==> src/rtl/key_led_pio_pkg.sv <==
// Shared register map for the key/LED parallel I/O block.
package key_led_pio_pkg;

    localparam int ADDR_W = 3;

    localparam logic [ADDR_W-1:0] REG_KEYS     = 3'd0;
    localparam logic [ADDR_W-1:0] REG_LED      = 3'd1;
    localparam logic [ADDR_W-1:0] REG_IRQ_MASK = 3'd2;
    localparam logic [ADDR_W-1:0] REG_EDGE     = 3'd3;
    localparam logic [ADDR_W-1:0] REG_LED_SET  = 3'd4;
    localparam logic [ADDR_W-1:0] REG_LED_CLR  = 3'd5;

endpackage

==> src/rtl/key_led_pio_debounce.sv <==
// Two-flop synchroniser plus debounce for one raw active-low key.
// key_state keeps the raw polarity (1 = released).
module key_debounce #(
    parameter int DEBOUNCE_CYCLES = 50000
) (
    input  logic clk,
    input  logic rst,
    input  logic key_raw,
    output logic key_state
);

    localparam int CNT_W = $clog2(DEBOUNCE_CYCLES + 1);
    localparam logic [CNT_W-1:0] CNT_LOAD = CNT_W'(DEBOUNCE_CYCLES - 1);
    localparam logic [CNT_W-1:0] CNT_ONE  = CNT_W'(1);

    logic [1:0]       sync_q;
    logic [CNT_W-1:0] cnt_q;

    // Down-counter: 0 means idle; the first differing cycle loads N-1 and the
    // N-th consecutive differing cycle hits the terminal count of 1.
    always_ff @(posedge clk or posedge rst) begin
        if (rst) begin
            sync_q    <= 2'b11;
            cnt_q     <= '0;
            key_state <= 1'b1;
        end else begin
            sync_q <= {sync_q[0], key_raw};
            if (sync_q[1] == key_state) begin
                cnt_q <= '0;
            end else if (cnt_q == '0) begin
                cnt_q <= CNT_LOAD;
            end else if (cnt_q == CNT_ONE) begin
                key_state <= sync_q[1];
                cnt_q     <= '0;
            end else begin
                cnt_q <= cnt_q - CNT_ONE;
            end
        end
    end

endmodule

==> src/rtl/key_led_pio.sv <==
// Debounced key inputs with press-edge interrupts and an LED register,
// exposed through a small Avalon-MM slave.
module key_led_pio
    import key_led_pio_pkg::*;
#(
    parameter int KEY_WIDTH       = 4,
    parameter int LED_WIDTH       = 10,
    parameter int DEBOUNCE_CYCLES = 50000
) (
    input  logic                 clk_clk,
    input  logic                 reset_reset,
    input  logic [KEY_WIDTH-1:0] keys_export,
    output logic [LED_WIDTH-1:0] leds_export,
    input  logic [2:0]           avs_address,
    input  logic                 avs_read,
    input  logic                 avs_write,
    input  logic [31:0]          avs_writedata,
    output logic [31:0]          avs_readdata,
    output logic                 irq
);

    logic [KEY_WIDTH-1:0] key_state;
    logic [KEY_WIDTH-1:0] pressed;
    logic [KEY_WIDTH-1:0] pressed_prev;
    logic [KEY_WIDTH-1:0] mask_q, mask_next;
    logic [KEY_WIDTH-1:0] edge_q, edge_next;
    logic [KEY_WIDTH-1:0] w1c;
    logic [KEY_WIDTH-1:0] wd_key;
    logic [LED_WIDTH-1:0] led_q, led_next;
    logic [LED_WIDTH-1:0] wd_led;
    logic [31:0]          rd_data;

    for (genvar i = 0; i < KEY_WIDTH; i++) begin : g_key
        key_debounce #(
            .DEBOUNCE_CYCLES(DEBOUNCE_CYCLES)
        ) u_debounce (
            .clk      (clk_clk),
            .rst      (reset_reset),
            .key_raw  (keys_export[i]),
            .key_state(key_state[i])
        );
    end

    assign pressed     = ~key_state;
    assign wd_key      = avs_writedata[KEY_WIDTH-1:0];
    assign wd_led      = avs_writedata[LED_WIDTH-1:0];
    assign leds_export = led_q;

    always_comb begin
        led_next  = led_q;
        mask_next = mask_q;
        w1c       = '0;
        if (avs_write) begin
            case (avs_address)
                REG_LED:      led_next  = wd_led;
                REG_IRQ_MASK: mask_next = wd_key;
                REG_EDGE:     w1c       = wd_key;
                REG_LED_SET:  led_next  = led_q | wd_led;
                REG_LED_CLR:  led_next  = led_q & ~wd_led;
                default:      ;
            endcase
        end
        // A fresh press edge wins over a simultaneous clear of the same bit.
        edge_next = (edge_q & ~w1c) | (pressed & ~pressed_prev);
    end

    always_comb begin
        rd_data = '0;
        case (avs_address)
            REG_KEYS:     rd_data = 32'(pressed);
            REG_LED:      rd_data = 32'(led_q);
            REG_IRQ_MASK: rd_data = 32'(mask_q);
            REG_EDGE:     rd_data = 32'(edge_q);
            default:      rd_data = '0;
        endcase
    end

    // irq is built from next-state values so it moves on the same edge as EDGE/IRQ_MASK.
    always_ff @(posedge clk_clk or posedge reset_reset) begin
        if (reset_reset) begin
            led_q        <= '0;
            mask_q       <= '0;
            edge_q       <= '0;
            pressed_prev <= '0;
            avs_readdata <= '0;
            irq          <= 1'b0;
        end else begin
            led_q        <= led_next;
            mask_q       <= mask_next;
            edge_q       <= edge_next;
            pressed_prev <= pressed;
            avs_readdata <= avs_read ? rd_data : '0;
            irq          <= |(edge_next & mask_next);
        end
    end

endmodule

==> config.mk <==
export PLATFORM = sky130hd
export DESIGN_NAME = key_led_pio
export DESIGN_NICKNAME = d
export VERILOG_FILES = /design/src/rtl/key_led_pio_pkg.sv /design/src/rtl/key_led_pio_debounce.sv /design/src/rtl/key_led_pio.sv
export SDC_FILE = /design/constraint.sdc
export NUM_CORES = 1
export LEC_CHECK = 0
export CAP_MARGIN = 20
export CORE_UTILIZATION = 35
export CTS_CLUSTER_SIZE = 8
export DETAILED_ROUTE_END_ITERATION = 6
export PLACE_DENSITY = 0.65
export SYNTH_ARGS = -nofsm -noshare
export SYNTH_HDL_FRONTEND = slang
export SYNTH_SLANG_ARGS = --single-unit
==> constraint.sdc <==
create_clock -name clk_clk -period 4.3 [get_ports clk_clk]
set_input_delay 0.43 -clock clk_clk [delete_from_list [all_inputs] [get_ports clk_clk]]
set_output_delay 0.43 -clock clk_clk [all_outputs]
set_load 0.01 [all_outputs]
==> results of run 1 <==
-- routing by layer --
layer | global-route usage | part of all wire | wire length, microns | vias up
met2 | 0.225 | 0.48 | 5090 | 75
met1 | 0.186 | 0.47 | 4980 | 1863
li1 | - | - | - | 1809
met3 | 0.0367 | 0.040 | 425 | 13
met5 | 0 | 0 | 0 | -
met4 | 0.0413 | 0.012 | 132 | 0
-- state kept, by name, indices dropped and copies added, names as in the netlist --
register,count
avs_readdata,10
edge_q,4
g_key.u_debounce.cnt_q,64
g_key.u_debounce.key_state,4
g_key.u_debounce.sync_q,8
irq,1
leds_export,10
mask_q,4
pressed_prev,4
-- per-stage QoR --
step,hold slack [ns],area [sq um],util,setup WS (ns),instances
floorplan,0.345,5540,-,1.02,521
global placement,0.347,6010,0.395,1.62,723
detailed placement,0.347,6010,0.395,1.62,723
CTS,0.357,6330,0.416,1.96,739
global route,0.359,6330,0.416,1.82,739
finish,0.357,6330,0.416,1.95,739
-- cell usage after synthesis, types with 5 or more instances --
cell type | n | share of area
sky130_fd_sc_hd__dfrtp_1 | 97 | 0.44
sky130_fd_sc_hd__nor2_1 | 59 | 0.041
sky130_fd_sc_hd__a21oi_1 | 43 | 0.039
sky130_fd_sc_hd__xor2_1 | 34 | 0.055
sky130_fd_sc_hd__buf_4 | 22 | 0.030
sky130_fd_sc_hd__xnor2_1 | 19 | 0.030
sky130_fd_sc_hd__inv_1 | 17 | 0.012
sky130_fd_sc_hd__nand2_1 | 17 | 0.012
sky130_fd_sc_hd__dfstp_2 | 12 | 0.058
sky130_fd_sc_hd__ha_1 | 12 | 0.028
sky130_fd_sc_hd__nor3_1 | 11 | 0.010
sky130_fd_sc_hd__nand3_1 | 9 | 0.0083
sky130_fd_sc_hd__nor4_1 | 9 | 0.010
sky130_fd_sc_hd__nor2b_1 | 8 | 0.0092
sky130_fd_sc_hd__o21ai_0 | 8 | 0.0073
sky130_fd_sc_hd__mux2_2 | 7 | 0.014
sky130_fd_sc_hd__nand3b_1 | 7 | 0.0096
sky130_fd_sc_hd__nand4_1 | 7 | 0.0080
sky130_fd_sc_hd__nand4b_1 | 7 | 0.011
sky130_fd_sc_hd__or3_1 | 7 | 0.0080
sky130_fd_sc_hd__a211oi_1 | 6 | 0.0083
sky130_fd_sc_hd__and2_1 | 6 | 0.0069
sky130_fd_sc_hd__or4_1 | 6 | 0.0083
sky130_fd_sc_hd__a31oi_1 | 5 | 0.0057
sky130_fd_sc_hd__nor4_4 | 5 | 0.019
sky130_fd_sc_hd__or2_2 | 5 | 0.0057
-- cells by family after synthesis --
logic type | synth area share
simple gates | 0.203
xor+xnor | 0.0851
fa+ha+maj | 0.0275
mux | 0.0349
flops | 0.503
buf+inv | 0.0484
compound gates | 0.0979
other cells | 0.000687
-- layout make-up --
| type | count | area, sq um | area share |
|---|---|---|---|
| clock buffers | 9 | 225 | 0.0356 |
| clock inverters | 7 | 97.6 | 0.0154 |
| inverters | 17 | 66.3 | 0.0105 |
| multi-input cells | 365 | 2530 | 0.400 |
| flip-flops and latches | 109 | 2740 | 0.433 |
| well taps | 188 | 235 | 0.0372 |
| repair buffers | 44 | 433 | 0.0684 |
-- final timing paths --
check / startpoint / to / slack, ns / depth (start not counted)
hold reg to reg: g_key[1].u_debounce.sync_q[0] / g_key[1].u_debounce.sync_q[1] / 0.36 / 0
min in group asynchronous: reset_reset / g_key[2].u_debounce.cnt_q[5] / 0.65 / 2
hold / removal: g_key[1].u_debounce.sync_q[0] / g_key[1].u_debounce.sync_q[1] / 0.36 / 0
setup / recovery: avs_address[1] / irq / 1.95 / 5
max in group asynchronous: reset_reset / g_key[0].u_debounce.key_state / 2.76 / 3
setup reg to reg: g_key[3].u_debounce.cnt_q[4] / g_key[3].u_debounce.cnt_q[2] / 2.15 / 4
-- power by group --
| group | total, uW | internal (uW) | switching [uW] |
|---|---|---|---|
| Clock | 892 | 512 | 380 |
| Sequential | 1690 | 1350 | 344 |
| Combinational | 1910 | 831 | 1080 |
==> results, run 1 <==
- The flow ran to the end, and the final reports show no timing, DRC or antenna violations.
- Of all nets on the critical path, the largest fanout is 9.
- The post-route clock skew is ~0.0087 ns.
- Setup violations remaining at the end of the flow were counted as 0.
- The number of antenna violations at the first check in global routing came to 0.
- Dividing the final minimum period by the clock period gives 0.546.
- Detailed placement ended at an HPWL of 7670 microns.
- For the worst-skew pair, the clock arrives at the later sink with an insertion delay of around 0.35 ns.
- The worst setup path category is in2reg.
- The slowest stage of the critical path belongs to the cell sky130_fd_sc_hd__nor4bb_1.
- The number of gates resized after CTS is 0.
- The worst path required time is 4.52 ns.
- Routability-driven placement finished with a final weighted congestion of 0.843.
- Walking the worst path, the cells encountered are clkdlybuf4s50_1, nor4bb_1, mux2_2, o21ai_0, nand4_1.
- Of the cells placed in the final design, the portion with a size suffix greater than 1 is 0.118.
- After detailed routing, the average wire length per cell comes to roughly 14 microns.
- Setup repair after global routing left no endpoint under its margin.
- The most used flip-flop cell after synthesis is sky130_fd_sc_hd__dfrtp_1.
- Counting the fill cells in the layout gives 1435.
- The count of vias placed by the detailed router is 3760.
- The final hold violation count is 0.
- The worst setup path is captured at a flop.
- After detailed routing, the number of remaining DRC violations is 0.
- The final number of max-transition violations is 0.
- The post-synthesis to final-layout area growth is 16.0%.
- The total of max-cap violations is 0.
- The count of nets left with antenna violations once routing finished came out at 0.
- The clock buffer count from CTS is 9.
- The total area inside the core boundary comes to ~0.015 sq mm.
- The clock passes through at most 2 buffers.
- The final-layout setup total negative slack is 0 ns.
- The CTS H-tree depth is 3.
- In this run the mean area of a mapped cell was ~11 sq um.
- The starting DRC count in detailed routing is ~230.
- The floorplan step defined a die boundary enclosing approximately 0.016 sq mm.
- For this design the static power due to leakage is approximately 0.0027 uW.
- The post-detailed-route via-to-cell ratio is 5.09.
- Yosys mapped a number of flops with a built-in enable equal to 0.
- The share of flip-flops with an asynchronous set or reset after synthesis is 1.00.
- The synthesized netlist occupies a cell area of about 0.0055 sq mm.
- The first-pass GRT wire length is around 18000 microns.
- Measured against its own limit, the worst slew margin works out to 0.392.
- In this run the post-CTS setup repair buffer count came out at 0.
- For the worst setup path, the data arrival time is about 2.6 ns.
- For this run, the register share of the synthesized area comes to 0.503.
- Measured along the y axis, the die boundary spans 127 microns.
- In this run, synthesis produced a sequential element count of 109.
- The buffer cell driving the clock tree root is sky130_fd_sc_hd__clkbuf_16.
- The actual transition at the worst max-transition pin is about 0.91 ns.
- The cell family with the largest share of critical-path delay is simple AND/OR/NAND/NOR gates.
- The power density relative to cell area is around 700 mW/mm^2.
- The count of antenna diodes in the layout is 0.
- Before antenna repair, the detailed router went through 4 iterations.
- Leaving out fill and tap cells, the most frequent cell in the layout is sky130_fd_sc_hd__dfrtp_1.
- Entering global routing, the biggest net connects 76 pins.
- The maximum vdd drop is about 0.28 mV.
- The worst setup path is launched from an input pin.
- Based on the critical path, the design can be clocked at up to 426 MHz.
- For this run the aggregate overflow at the end of global routing stands at 0.
- The port buffer count is 41.
- The effective utilization at floorplan is 0.359.
- Clock tree synthesis found a total of 109 sinks.
- The time the worst path needs with I/O delays and setup is between 2 and 2.5 ns.
- The number of global-route vias before repair is 3721.
- For this block, the routed nets add up to about 11000 microns of wire.
- The min-delay analysis places its worst path in the category reg2reg.
- TritonCTS built the clock tree.
- At the end of the flow, the number of nets in the layout was about 600.
- The die is 127 microns wide.
- The number of I/O pins is 86.
- The count of standard-cell rows is between 40 and 50.
- Hold repair after CTS inserted 0 buffers.
- In this run, distinct cell masters in the synthesized netlist total 54.
- In the layout the commonest cells are 97 x sky130_fd_sc_hd__dfrtp_1, 59 x sky130_fd_sc_hd__nor2_1, 43 x sky130_fd_sc_hd__a21oi_1.
- The synthesized instance count is 500.
- The largest single stage delay on the critical path is approximately 0.75 ns.
- Together, buffers and inverters on the worst path number 1.
- The clock-pin slew of the registers on the worst-case setup and hold paths is about 0.070 ns.
- During synthesis, Yosys emitted a total of 0 warnings.
- The total track usage is 0.140.
- The design draws 4490 uW.
(Power assumes the default switching activity.)
==> run 2: changes to the inputs <==
==> constraint.sdc (replaced) <==
create_clock -name clk_clk -period 2.2 [get_ports clk_clk]
set_input_delay 0.22 -clock clk_clk [delete_from_list [all_inputs] [get_ports clk_clk]]
set_output_delay 0.22 -clock clk_clk [all_outputs]
set_load 0.01 [all_outputs]
==> results, run 2 (synthesis results as in run 1) <==
- The stage delay of the slowest cell on the critical path is 0.51 ns (was 0.75 ns).
- The post-detailed-route via-to-cell ratio is 5.06 (was 5.09).
- The critical path startpoint category is a flop (was input pin).
- The clock latency on the worst-skew pair is 0.36 ns (was 0.35 ns).
- The port buffer count came to 41 (unchanged).
- The layout net count came to 621 (was 601).
- The count of standard-cell rows is 45 (unchanged).
- The setup slack of the worst register-to-register path was 0.23 ns (was 2.15 ns).
- The final hold violation count is 0 (unchanged).
- The width of the chip is 127 microns (unchanged).
- The worst setup path category is reg2reg (was in2reg).
- The die footprint is 0.0161 sq mm (unchanged).
- The remaining antenna violation count is 0 (unchanged).
- The total of max-cap violations is 0 (unchanged).
- Status: completed (unchanged).
- The detailed-route wire length was 11000 microns (was 10600 microns).
- The clock buffer count from CTS came to 9 (unchanged).
- RSZ-0062 raised after global routing: no (unchanged).
- The total congestion overflow is 0 (unchanged).
- The placed wire-length estimate was 7980 microns (was 7670 microns).
- The final-layout setup total negative slack is 0 ns (unchanged).
- The average routed wire per standard cell is 14.5 microns (was 14.4 microns).
- The worst-case headroom to the max-slew limit came to 0.640 (was 0.392).
- The critical path data arrival time is 2.19 ns (was 2.57 ns).
- The post-synthesis to final-layout area growth was 18.9% (was 16.0%).
- The floorplan core area was 0.0152 sq mm (unchanged).
- The number of gates resized after CTS is 0 (unchanged).
- The sum of buffers and inverters on the critical path is 0 (was 1).
- The total track usage is 0.150 (was 0.140).
- The power density relative to cell area is 1380 mW/mm^2 (was 710 mW/mm^2).
- The weighted congestion reported at the end of routability-driven placement was 0.826 (was 0.843).
- The setup-violating endpoint count in the final report is 0 (unchanged).
- The post-route clock skew is 0.0124 ns (was 0.00875 ns).
- Most used cells in the layout excluding fill and tap cells: 97 x sky130_fd_sc_hd__dfrtp_1, 59 x sky130_fd_sc_hd__nor2_1, 43 x sky130_fd_sc_hd__a21oi_1 (unchanged).
- The count of vias placed by the detailed router came to 3837 (was 3760).
- The CTS H-tree depth is 3 (unchanged).
- The worst-case clock buffer depth is 2 (unchanged).
- Derived from the worst setup path, the maximum achievable clock frequency is slightly above 500 MHz.
- The power share of the combinational group is 0.447 (was 0.425).
- The time the worst path needs with I/O delays and setup is ~2.0 ns.
- The count of antenna diodes in the layout is 0 (unchanged).
- The commonest non-fill, non-tap cell in the layout is sky130_fd_sc_hd__dfrtp_1 (unchanged).
- The die span in y is 127 microns (unchanged).
- The CTS tree is built (unchanged).
- The static leakage power came to 0.00275 uW (was 0.00265 uW).
- The maximum number of pins on one net before global-route repair came to 50 (was 76).
- The clock network fraction of total power came to 0.186 (was 0.199).
- Cell breakdown of the critical path: nor4_1, nand4b_1, o41ai_4, a21oi_1 (was clkdlybuf4s50_1, nor4bb_1, mux2_2, o21ai_0, nand4_1).
- The count of unresolved DRC violations after routing came to 0 (unchanged).
- The final-layout fill cell count was 1441 (was 1435).
- The actual transition at the worst max-transition pin is 0.537 ns (was 0.912 ns).
- The cell family with the largest share of critical-path delay is simple AND/OR/NAND/NOR gates (unchanged).
- The starting DRC count in detailed routing is 185 (was 228).
- The clock-pin slew of the registers on the worst-case setup and hold paths is 0.07 ns (about the same).
- The worst hold-check slack came to 0.203 ns (was 0.357 ns).
- The final worst-path cycle share is 0.896.
- The buffer cell driving the clock tree root was sky130_fd_sc_hd__clkbuf_16 (unchanged).
- The kind of end point of the critical path is a flop (unchanged).
- The share of total power in sequential cells was 0.367 (was 0.377).
- The number of I/O pins came to 86 (unchanged).
- The internal power contribution is 5410 uW (was 2690 uW).
- The number of iterations in the first detailed-routing pass was 4 (unchanged).
- The number of global-route vias before repair is 3928 (was 3721).
- The final number of max-transition violations is 0 (unchanged).
- The path category of the worst min-delay check is in2async (was reg2reg).
- The maximum vdd drop is 0.650 mV (was 0.282 mV).
- The highest fanout seen on the critical path is 8 (was 9).
- The effective utilization at floorplan came to 0.359 (unchanged).
- The number of flip-flops under the largest register name is 64 (unchanged).
- The switching power total was 3560 uW (was 1800 uW).
- The fraction of final layout cells with drive strength greater than 1 was 0.145 (was 0.118).
- The number of clock sinks is 109 (unchanged).
- The number of antenna violations at the first check in global routing is 0 (unchanged).
- The fraction of power spent switching nets is 0.397 (was 0.401).
- The worst path required time is 2.42 ns (was 4.52 ns).
- The cell with the biggest individual delay on the critical path is sky130_fd_sc_hd__nor4_1 (was sky130_fd_sc_hd__nor4bb_1).
- The register bank with the most flops is g_key.u_debounce.cnt_q (unchanged).
- The post-cts hold buffer count is 0 (unchanged).
- The number of setup buffers added after CTS is 0 (unchanged).
- The first-pass GRT wire length is 19000 microns (was 18100 microns).
[run 2: cell types whose count changed in the layout (fill, tap and decap cells not counted), sizes merged]
cell      previous run  this run
clkinv               2         1
inv                 18        17
bufinv               2         1
clkbuf               9        13
clkinvlp             2         1
buf                  3        23
[run 2: through the flow]
step	power [uW]	setup slack, ns	cell area (sq um)	util	instances
5_1_grt	9700	0.0229	6490	0.427	759
2_1_floorplan	6200	0.382	5540	-	521
3_5_place_dp	7320	0.239	6180	0.407	743
3_3_place_gp	7140	0.260	6180	0.407	743
6_report	8970	0.230	6490	0.427	759
4_1_cts	9050	0.227	6490	0.427	759
[run 2: cell type report]
| type | instances | area [sq um] | area share |
|---|---|---|---|
| Multi-Input combinational cell | 365 | 2530 | 0.390 |
| Tap cell | 188 | 235 | 0.0363 |
| Timing Repair Buffer | 64 | 608 | 0.0937 |
| Clock buffer | 13 | 260 | 0.0401 |
| Sequential cell | 109 | 2740 | 0.423 |
| Clock inverter | 3 | 43.8 | 0.00675 |
| Inverter | 17 | 67.6 | 0.0104 |
[run 2: power groups by stage]
stage | sequential [uW] | clock [uW] | combinational, uW
after floorplan | 3190 | 0 | 3010
after global placement | 3270 | 0 | 3870
after detailed placement | 3320 | 0 | 4000
after CTS | 3290 | 1730 | 4030
after global routing | 3390 | 1810 | 4510
final | 3300 | 1670 | 4010
[run 2: routing by layer]
layer / up-vias / global-route usage / wire length, microns
met5: - / 0 / 0
met4: 0 / 0.0546 / 117
met3: 8 / 0.0367 / 399
met2: 82 / 0.244 / 5420
met1: 1904 / 0.193 / 5100
li1: 1843 / - / -
[run 2: path summary, 6_finish.rpt]
path                       depth (start not counted)                           from                             to
max in group asynchronous                          3                    reset_reset  g_key[1].u_debounce.sync_q[0]
min reg2reg                                        0  g_key[3].u_debounce.sync_q[0]  g_key[3].u_debounce.sync_q[1]
min                                                2                    reset_reset   g_key[3].u_debounce.cnt_q[8]
min in group clk_clk                               1                 keys_export[0]  g_key[0].u_debounce.sync_q[0]
max reg2reg                                        4  g_key[1].u_debounce.cnt_q[10]   g_key[1].u_debounce.cnt_q[3]
max                                                4  g_key[1].u_debounce.cnt_q[10]   g_key[1].u_debounce.cnt_q[3]
==> run 3: changes to the inputs <==
--- a/config.mk
+++ b/config.mk
@@ -7,6 +7,7 @@
 export LEC_CHECK = 0
 export CAP_MARGIN = 20
 export CORE_UTILIZATION = 35
+export CTS_CLUSTER_DIAMETER = 80
 export CTS_CLUSTER_SIZE = 8
 export DETAILED_ROUTE_END_ITERATION = 6
 export PLACE_DENSITY = 0.65
==> results of run 3 <==
Final layout, timing and power as in run 2 (identical DEF).
